### config.mk
export PLATFORM = sky130hd
export DESIGN_NAME = sdcard_seq_multi
export DESIGN_NICKNAME = d
export VERILOG_FILES = /design/src/rtl/sdcard_pkg.sv /design/src/rtl/sdcard_slot.sv /design/src/rtl/sdcard_seq_multi.sv
export SDC_FILE = /design/constraint.sdc
export NUM_CORES = 1
export LEC_CHECK = 0
export ABC_AREA = 1
export CAP_MARGIN = 10
export CELL_PAD_IN_SITES_DETAIL_PLACEMENT = 1
export CELL_PAD_IN_SITES_GLOBAL_PLACEMENT = 1
export CORE_UTILIZATION = 43
export DETAILED_ROUTE_END_ITERATION = 6
export GPL_ROUTABILITY_DRIVEN = 0
export PLACE_DENSITY_LB_ADDON = 0.3
export SYNTH_ARGS = -nofsm -noshare
export SYNTH_HDL_FRONTEND = slang
export SYNTH_HIERARCHICAL = 1
export SYNTH_SLANG_ARGS = --single-unit
### constraint.sdc
create_clock -name clk_peripheral -period 1.85 [get_ports clk_peripheral]
set_clock_uncertainty 0.1 [all_clocks]
set_input_delay 0.37 -clock clk_peripheral [delete_from_list [all_inputs] [get_ports clk_peripheral]]
set_output_delay 0.37 -clock clk_peripheral [all_outputs]
set_load 0.02 [all_outputs]
### src/rtl/sdcard_pkg.sv
// Shared definitions for the multi-slot SD card power/startup sequencer.
package sdcard_pkg;

    typedef logic [2:0] state_t;

    localparam logic [2:0] OFF     = 3'd0;
    localparam logic [2:0] PWRDN   = 3'd1;
    localparam logic [2:0] PWRUP   = 3'd2;
    localparam logic [2:0] STARTUP = 3'd3;
    localparam logic [2:0] READY   = 3'd4;

    function automatic int max_int(input int a, input int b);
        return (a > b) ? a : b;
    endfunction

endpackage

### src/rtl/sdcard_slot.sv
// One SD slot: card-detect/write-protect synchronisers, card-detect debounce,
// power sequencing FSM and the per-slot SPI pin drive.
module sdcard_slot
    import sdcard_pkg::*;
#(
    parameter int POWERDOWN_BITS = 12,
    parameter int POWERUP_BITS   = 12,
    parameter int STARTUP_CLKS   = 80,
    parameter int DEBOUNCE_BITS  = 16
) (
    input  logic   clk_peripheral,
    input  logic   resetn,
    input  logic   sd_cd,
    input  logic   sd_wp,
    input  logic   cycle_req,
    input  logic   sck_rise,
    input  logic   in_sck,
    input  logic   in_mosi,
    input  logic   enable_n,
    output logic   sd_reset_n,
    output logic   sd_sck,
    output logic   sd_cmd,
    output logic   sd_dat3,
    output logic   ready,
    output logic   present,
    output logic   wp,
    output state_t state
);

    localparam int CNT_W = max_int(POWERDOWN_BITS, POWERUP_BITS);
    localparam int SCK_W = $clog2(STARTUP_CLKS + 1);
    localparam logic [CNT_W-1:0] PD_LOAD  = CNT_W'((64'd1 << POWERDOWN_BITS) - 64'd1);
    localparam logic [CNT_W-1:0] PU_LOAD  = CNT_W'((64'd1 << POWERUP_BITS) - 64'd1);
    localparam logic [SCK_W-1:0] SCK_LAST = SCK_W'(STARTUP_CLKS - 1);

    logic                     cd_meta, cd_sync;
    logic                     wp_meta, wp_sync;
    logic [DEBOUNCE_BITS-1:0] db_cnt;
    logic [CNT_W-1:0]         pwr_cnt;
    logic [SCK_W-1:0]         sck_cnt;
    logic                     card_in;

    // Card-detect flops idle at the "no card" level so reset never fakes an insertion.
    always_ff @(posedge clk_peripheral or negedge resetn) begin
        if (!resetn) begin
            cd_meta <= 1'b1;
            cd_sync <= 1'b1;
            wp_meta <= 1'b0;
            wp_sync <= 1'b0;
        end else begin
            cd_meta <= sd_cd;
            cd_sync <= cd_meta;
            wp_meta <= sd_wp;
            wp_sync <= wp_meta;
        end
    end

    assign card_in = ~cd_sync;

    always_ff @(posedge clk_peripheral or negedge resetn) begin
        if (!resetn) begin
            present <= 1'b0;
            db_cnt  <= '0;
        end else if (card_in == present) begin
            db_cnt <= '0;
        end else if (db_cnt == '1) begin
            present <= card_in;
            db_cnt  <= '0;
        end else begin
            db_cnt <= db_cnt + DEBOUNCE_BITS'(1);
        end
    end

    // Removal beats everything; a power-cycle request only matters once powered.
    always_ff @(posedge clk_peripheral or negedge resetn) begin
        if (!resetn) begin
            state   <= OFF;
            pwr_cnt <= '0;
            sck_cnt <= '0;
        end else if (!present) begin
            state <= OFF;
        end else if (cycle_req && state != OFF) begin
            state   <= PWRDN;
            pwr_cnt <= PD_LOAD;
        end else begin
            case (state)
                OFF: begin
                    state   <= PWRDN;
                    pwr_cnt <= PD_LOAD;
                end
                PWRDN: begin
                    if (pwr_cnt == '0) begin
                        state   <= PWRUP;
                        pwr_cnt <= PU_LOAD;
                    end else begin
                        pwr_cnt <= pwr_cnt - CNT_W'(1);
                    end
                end
                PWRUP: begin
                    if (pwr_cnt == '0) begin
                        state   <= STARTUP;
                        sck_cnt <= '0;
                    end else begin
                        pwr_cnt <= pwr_cnt - CNT_W'(1);
                    end
                end
                STARTUP: begin
                    if (sck_rise) begin
                        if (sck_cnt == SCK_LAST) begin
                            state <= READY;
                        end
                        sck_cnt <= sck_cnt + SCK_W'(1);
                    end
                end
                READY: begin
                    state <= READY;
                end
                default: begin
                    state <= OFF;
                end
            endcase
        end
    end

    always_comb begin
        sd_reset_n = (state == OFF) || (state == PWRDN);
        sd_sck     = 1'b0;
        sd_cmd     = 1'b0;
        sd_dat3    = 1'b0;
        case (state)
            STARTUP: begin
                sd_sck  = in_sck;
                sd_cmd  = 1'b1;
                sd_dat3 = 1'b1;
            end
            READY: begin
                sd_sck  = in_sck;
                sd_cmd  = in_mosi;
                sd_dat3 = enable_n;
            end
            default: begin
                sd_sck = 1'b0;
            end
        endcase
    end

    assign ready = (state == READY);
    assign wp    = wp_sync & present;

endmodule

### src/rtl/sdcard_seq_multi.sv
// Multi-slot SD sequencer top: upstream SCK synchroniser/edge detect, per-slot
// sequencers and the MISO return mux.
module sdcard_seq_multi
    import sdcard_pkg::*;
#(
    parameter int NUM_SLOTS      = 2,
    parameter int POWERDOWN_BITS = 12,
    parameter int POWERUP_BITS   = 12,
    parameter int STARTUP_CLKS   = 80,
    parameter int DEBOUNCE_BITS  = 16
) (
    input  logic                 clk_peripheral,
    input  logic                 resetn,
    input  logic                 in_sck,
    input  logic                 in_mosi,
    output logic                 in_miso,
    output logic                 out_sck,
    output logic                 out_mosi,
    input  logic                 out_miso,
    input  logic [NUM_SLOTS-1:0] enable_n,
    input  logic [NUM_SLOTS-1:0] cycle_req,
    input  logic [NUM_SLOTS-1:0] sd_cd,
    input  logic [NUM_SLOTS-1:0] sd_wp,
    input  logic [NUM_SLOTS-1:0] sd_dat0,
    output logic [NUM_SLOTS-1:0] sd_reset_n,
    output logic [NUM_SLOTS-1:0] sd_sck,
    output logic [NUM_SLOTS-1:0] sd_cmd,
    output logic [NUM_SLOTS-1:0] sd_dat3,
    output logic [NUM_SLOTS-1:0] sd_dat1,
    output logic [NUM_SLOTS-1:0] sd_dat2,
    output logic [NUM_SLOTS-1:0] slot_ready,
    output logic [NUM_SLOTS-1:0] slot_present,
    output logic [NUM_SLOTS-1:0] slot_wp,
    output state_t [NUM_SLOTS-1:0] slot_state
);

    logic sck_meta, sck_sync, sck_prev;
    logic sck_rise;

    assign out_sck  = in_sck;
    assign out_mosi = in_mosi;
    assign sd_dat1  = '1;
    assign sd_dat2  = '1;

    always_ff @(posedge clk_peripheral or negedge resetn) begin
        if (!resetn) begin
            sck_meta <= 1'b0;
            sck_sync <= 1'b0;
            sck_prev <= 1'b0;
        end else begin
            sck_meta <= in_sck;
            sck_sync <= sck_meta;
            sck_prev <= sck_sync;
        end
    end

    assign sck_rise = sck_sync & ~sck_prev;

    for (genvar i = 0; i < NUM_SLOTS; i++) begin : g_slot
        sdcard_slot #(
            .POWERDOWN_BITS (POWERDOWN_BITS),
            .POWERUP_BITS   (POWERUP_BITS),
            .STARTUP_CLKS   (STARTUP_CLKS),
            .DEBOUNCE_BITS  (DEBOUNCE_BITS)
        ) u_slot (
            .clk_peripheral (clk_peripheral),
            .resetn         (resetn),
            .sd_cd          (sd_cd[i]),
            .sd_wp          (sd_wp[i]),
            .cycle_req      (cycle_req[i]),
            .sck_rise       (sck_rise),
            .in_sck         (in_sck),
            .in_mosi        (in_mosi),
            .enable_n       (enable_n[i]),
            .sd_reset_n     (sd_reset_n[i]),
            .sd_sck         (sd_sck[i]),
            .sd_cmd         (sd_cmd[i]),
            .sd_dat3        (sd_dat3[i]),
            .ready          (slot_ready[i]),
            .present        (slot_present[i]),
            .wp             (slot_wp[i]),
            .state          (slot_state[i])
        );
    end

    // Scanning from the top down leaves the lowest selected ready slot in charge.
    always_comb begin
        in_miso = out_miso;
        for (int i = NUM_SLOTS - 1; i >= 0; i--) begin
            if (!enable_n[i] && slot_ready[i]) begin
                in_miso = sd_dat0[i];
            end
        end
    end

endmodule

==> summary.md, run 1 <==
| Metric | Value |
|---|---|
| Run status | finished, violations left |
| Violations in the final reports | DRC, setup timing |
| Fraction of layout instances using a drive strength above 1 | 33.7% |
| Number of flip-flops and latches in the synthesized netlist | 89 |
| Slowest-stage cell, CP | sky130_fd_sc_hd__dfrtp_2 |
| Power density relative to cell area | 610 nW/um^2 |
| Worst-Skew Late Latency | 0.35 ns |
| Synth-to-Final Area Change | 39.9% |
| Count of final max-slew check failures | 0 |
| Via count of the first global-routing pass | 5442 |
| Post-Route Setup TNS | -4.02 ns |
| Cell seen most often among critical-path stages | sky130_fd_sc_hd__buf_6 |
| CTS clock-pin slew for the worst setup and hold paths | 0.07 ns |
| Die height | 111 um |
| Initial antenna violation count | 0 |
| Critical Path Max Stage Delay | 0.46 ns |
| Pint | 3.43 mW |
| Max IR drop VDD | 0.543 mV |
| Total core area | 11500 um^2 |
| Number of max-capacitance violations reported | 0 |
| Crit end category | primary output |
| Worst relative slew slack | 57.0% |
| Fmax | 482 MHz |
| Number of flops mapped to enable cells by yosys | 0 |
| Post-detailed-routing wire length | 20.2 mm |
| Register area | 2240 um^2 |
| RSZ-0062 raised after global routing | true |
| Mapped Cells | 670 |
| Actual slew at the worst max-slew pin | 0.639 ns |
| Comb pwr share | 3.9% |
| Crit-path cells | nor3_4 > buf_6 > nand2_1 > nand3_2 > nand2_2 > buf_6 |
| ANT nets after route | 0 |
| TritonRoute pass-1 iters | 7 |
| CP startpoint kind | flop |
| Net switching power | 946 uW |
| Area of the multi-input gates | 2960 um^2 |
| Overall die area | 12400 um^2 |
| Proportion of register bits with asynchronous set or reset after synthesis | 100% |
| Number of endpoints failing setup at the final stage | 49 |
| Congestion Overflow GR | 0 |
| Wire length of the first global-routing pass | 26.8 mm |
| Power share of the clock group | 50.6% |
| Pin count of the biggest net entering global routing | 43 |
| Share of synthesized area occupied by flip-flops and latches | 43.5% |
| Avg Vias per Cell | 5.69 |
| Core utilization of the finished layout | 62.3% |
| Placed inst area | 6030 um^2 |
| Final HPWL from detailed placement | 10.4 mm |
| Switching portion of total power | 21.6% |
| Count of vias placed by the detailed router | 5346 |
| Number of diodes | 0 |
| Avg Synthesized Cell Area | 7.65 um^2 |
| Number of warnings printed during yosys synthesis | 6 |
| GRT Resource Usage Total | 27.2% |
| Filler Cells Inserted | 1381 |
| DR DRC count | 8 |
| Top cell type's share of synthesized area | 41.5% |
| Worst hold slack after final layout | 0.261 ns |
| Minimum period implied by the final worst setup slack | 2.07 ns |
| 1st-iter DRT viols | 314 |
| Data required time of the critical path | 1.38 ns |
| Starting Density | 44.5% |
| Synthesized area | 5130 um^2 |
| Path category of the worst min-delay check | reg -> reg |
| Non-Filler Cell Area, Final | 7180 um^2 |
| Clock Root Buffer | sky130_fd_sc_hd__clkbuf_16 |
| CTS sink cnt | 89 |
| H-tree depth | 3 |
| Kind of critical path | reg -> out |
| Clock buffers created by TritonCTS | 9 |
| Static leakage | 3.26 nW |
| Site Rows | 39 |
| Buffers on Ports | 37 |
| Routed length per placed instance | 21.5 um |
| Part of the total power dissipated in sequential elements | 45.5% |
| CTS max path bufs | 2 |
| CP Data Arrival Time | 1.60 ns |
| Distinct cells, synth | 40 |
| Final Cycle Share | 112% |
| Dominant cells by area after synthesis | sky130_fd_sc_hd__dfrtp_1 41%, sky130_fd_sc_hd__nand2_1 11%, sky130_fd_sc_hd__nand3_1 7.1%, sky130_fd_sc_hd__nor2_1 6.6%, sky130_fd_sc_hd__inv_1 6.1% |
| CTS tree | done |
| Highest net fanout along the worst path | 3 |
| IO Count | 42 |
| Most area-hungry cell type in the Yosys netlist | sky130_fd_sc_hd__dfrtp_1 |
| Most used flip-flop cell after synthesis | sky130_fd_sc_hd__dfrtp_1 |
| Horiz. Die Dim | 111 um |
| Count of final hold-check violations | 0 |
| Net count, final | 814 |
| Post-route worst setup slack | -0.225 ns |
-- registers in the layout, summed over array words and instances (netlist names) --
name                   flops
g_slot.u_slot/db_cnt      32
g_slot.u_slot/pwr_cnt     24
g_slot.u_slot/sck_cnt     14
g_slot.u_slot/state        6
g_slot.u_slot/cd_meta      2
g_slot.u_slot/cd_sync      2
g_slot.u_slot/present      2
g_slot.u_slot/wp_meta      2
g_slot.u_slot/wp_sync      2
sck_meta                   1
sck_prev                   1
sck_sync                   1
-- metrics by stage --
stage	power, mW	setup WS, ns	cells
5_1_grt	4.48	-0.289	939
3_5_place_dp	2.18	-0.412	894
2_1_floorplan	2.07	-0.0138	673
4_1_cts	4.36	-0.143	922
3_3_place_gp	2.17	-0.401	894
6_report	4.38	-0.225	939
-- layer usage --
layer  GRT usage [%]  wire, um
met3            3.34       710
met2            49.7     10900
met1            31.8      7670
met5               0         0
met4            12.1       950
-- layout make-up --
cell class,count,share of cell area [%]
clock buffers,12,3.57
clock inverters,4,1.38
inverters,92,5.06
flip-flops and latches,89,31.2
multi-input cells,482,41.2
repair buffers,116,15.0
repair inverters,1,0.105
well taps,143,2.49
-- cell usage in the layout, fill, tap and decap left out, types with 5 or more instances in the layout --
cell type                         synthesis  final
sky130_fd_sc_hd__nand2_4                  2     15
sky130_fd_sc_hd__clkbuf_16                0      9
sky130_fd_sc_hd__inv_2                    5     16
sky130_fd_sc_hd__nor3_1                  18     16
sky130_fd_sc_hd__inv_1                   84     70
sky130_fd_sc_hd__nand2_1                149    109
sky130_fd_sc_hd__a21oi_1                 10      8
sky130_fd_sc_hd__nand3_1                 73     57
sky130_fd_sc_hd__nand3_4                  0      6
sky130_fd_sc_hd__o21ai_0                 15      9
sky130_fd_sc_hd__buf_4                    7     52
sky130_fd_sc_hd__xnor2_1                  5      5
sky130_fd_sc_hd__clkdlybuf4s50_1          0     13
sky130_fd_sc_hd__o21ai_1                  6      9
sky130_fd_sc_hd__nand4_1                 22     22
sky130_fd_sc_hd__nor2_2                   8     13
sky130_fd_sc_hd__nand3_2                  4     14
sky130_fd_sc_hd__nor2_4                   6     17
sky130_fd_sc_hd__buf_6                    2     36
sky130_fd_sc_hd__o21ai_2                  5      8
sky130_fd_sc_hd__nand3b_1                 5      5
sky130_fd_sc_hd__nor2_1                  90     74
sky130_fd_sc_hd__ha_1                     8      5
sky130_fd_sc_hd__xor2_1                  15     15
sky130_fd_sc_hd__dfrtp_2                  0      6
sky130_fd_sc_hd__dfrtp_1                 85     79
sky130_fd_sc_hd__dlygate4sd2_1            0     12
sky130_fd_sc_hd__nand2_2                 12     39
-- power groups by stage --
stage,Combinational [mW],Sequential [mW],Clock [mW]
after floorplan,0.0569,2.02,0
after global placement,0.150,2.02,0
after detailed placement,0.155,2.02,0
after CTS,0.157,1.99,2.22
after global routing,0.189,1.99,2.29
final,0.173,1.99,2.21
-- worst max-delay path, delay by kind of cell, from the launching register on --
family	cells	cell delay, ns
simple gates	4	0.50
flops	1	0.46
buf+inv	2	0.29
-- path summary, 6_finish.rpt --
path | startpoint | endpoint | slack (ns) | depth (start not counted)
max | g_slot[0].u_slot/state[1] | in_miso | -0.22 | 6
min | g_slot[0].u_slot/wp_meta | g_slot[0].u_slot/wp_sync | 0.26 | 0
max reg2reg | g_slot[1].u_slot/state[2] | g_slot[1].u_slot/state[0] | -0.22 | 11
min reg2reg | g_slot[0].u_slot/wp_meta | g_slot[0].u_slot/wp_sync | 0.26 | 0
max in group asynchronous | resetn | g_slot[0].u_slot/cd_meta | 0.72 | 3
min in group asynchronous | resetn | sck_meta | 0.34 | 2
-- synth_stat cells, types with 3 or more instances --
cell type	n
sky130_fd_sc_hd__a21oi_1	10
sky130_fd_sc_hd__buf_4	7
sky130_fd_sc_hd__dfrtp_1	85
sky130_fd_sc_hd__dfstp_2	4
sky130_fd_sc_hd__ha_1	8
sky130_fd_sc_hd__inv_1	84
sky130_fd_sc_hd__inv_2	5
sky130_fd_sc_hd__nand2_1	149
sky130_fd_sc_hd__nand2_2	12
sky130_fd_sc_hd__nand3_1	73
sky130_fd_sc_hd__nand3_2	4
sky130_fd_sc_hd__nand3b_1	5
sky130_fd_sc_hd__nand4_1	22
sky130_fd_sc_hd__nor2_1	90
sky130_fd_sc_hd__nor2_2	8
sky130_fd_sc_hd__nor2_4	6
sky130_fd_sc_hd__nor3_1	18
sky130_fd_sc_hd__nor3b_1	3
sky130_fd_sc_hd__o21ai_0	15
sky130_fd_sc_hd__o21ai_1	6
sky130_fd_sc_hd__o21ai_2	5
sky130_fd_sc_hd__o21bai_1	3
sky130_fd_sc_hd__or2_2	5
sky130_fd_sc_hd__xnor2_1	5
sky130_fd_sc_hd__xor2_1	15
-- cells by family after synthesis --
group                      synth area share, %
other                                   0.0731
DFF                                       43.5
buffers and inverters                     8.44
and+or+nand+nor                           36.9
adders and majority gates                 1.95
xor gates and xnor gates                  3.42
AOI/OAI and AO/OA                         5.71
-- what timing repair did --
action	4_1_cts	5_1_grt
hold endpoints to repair	15	0
hold buffers	1	0
gates cloned	2	0
resized for setup	107	148
buffers inserted	9	17
pin swaps	11	62
endpoints found under the setup margin	46	67
No activity file was read; power rests on OpenSTA's default activity.
==> run 2: changes to the inputs <==
- CAP_MARGIN: 10 -> 30
==> results of run 2 <==
Final layout, timing and power as in run 1 (identical DEF).
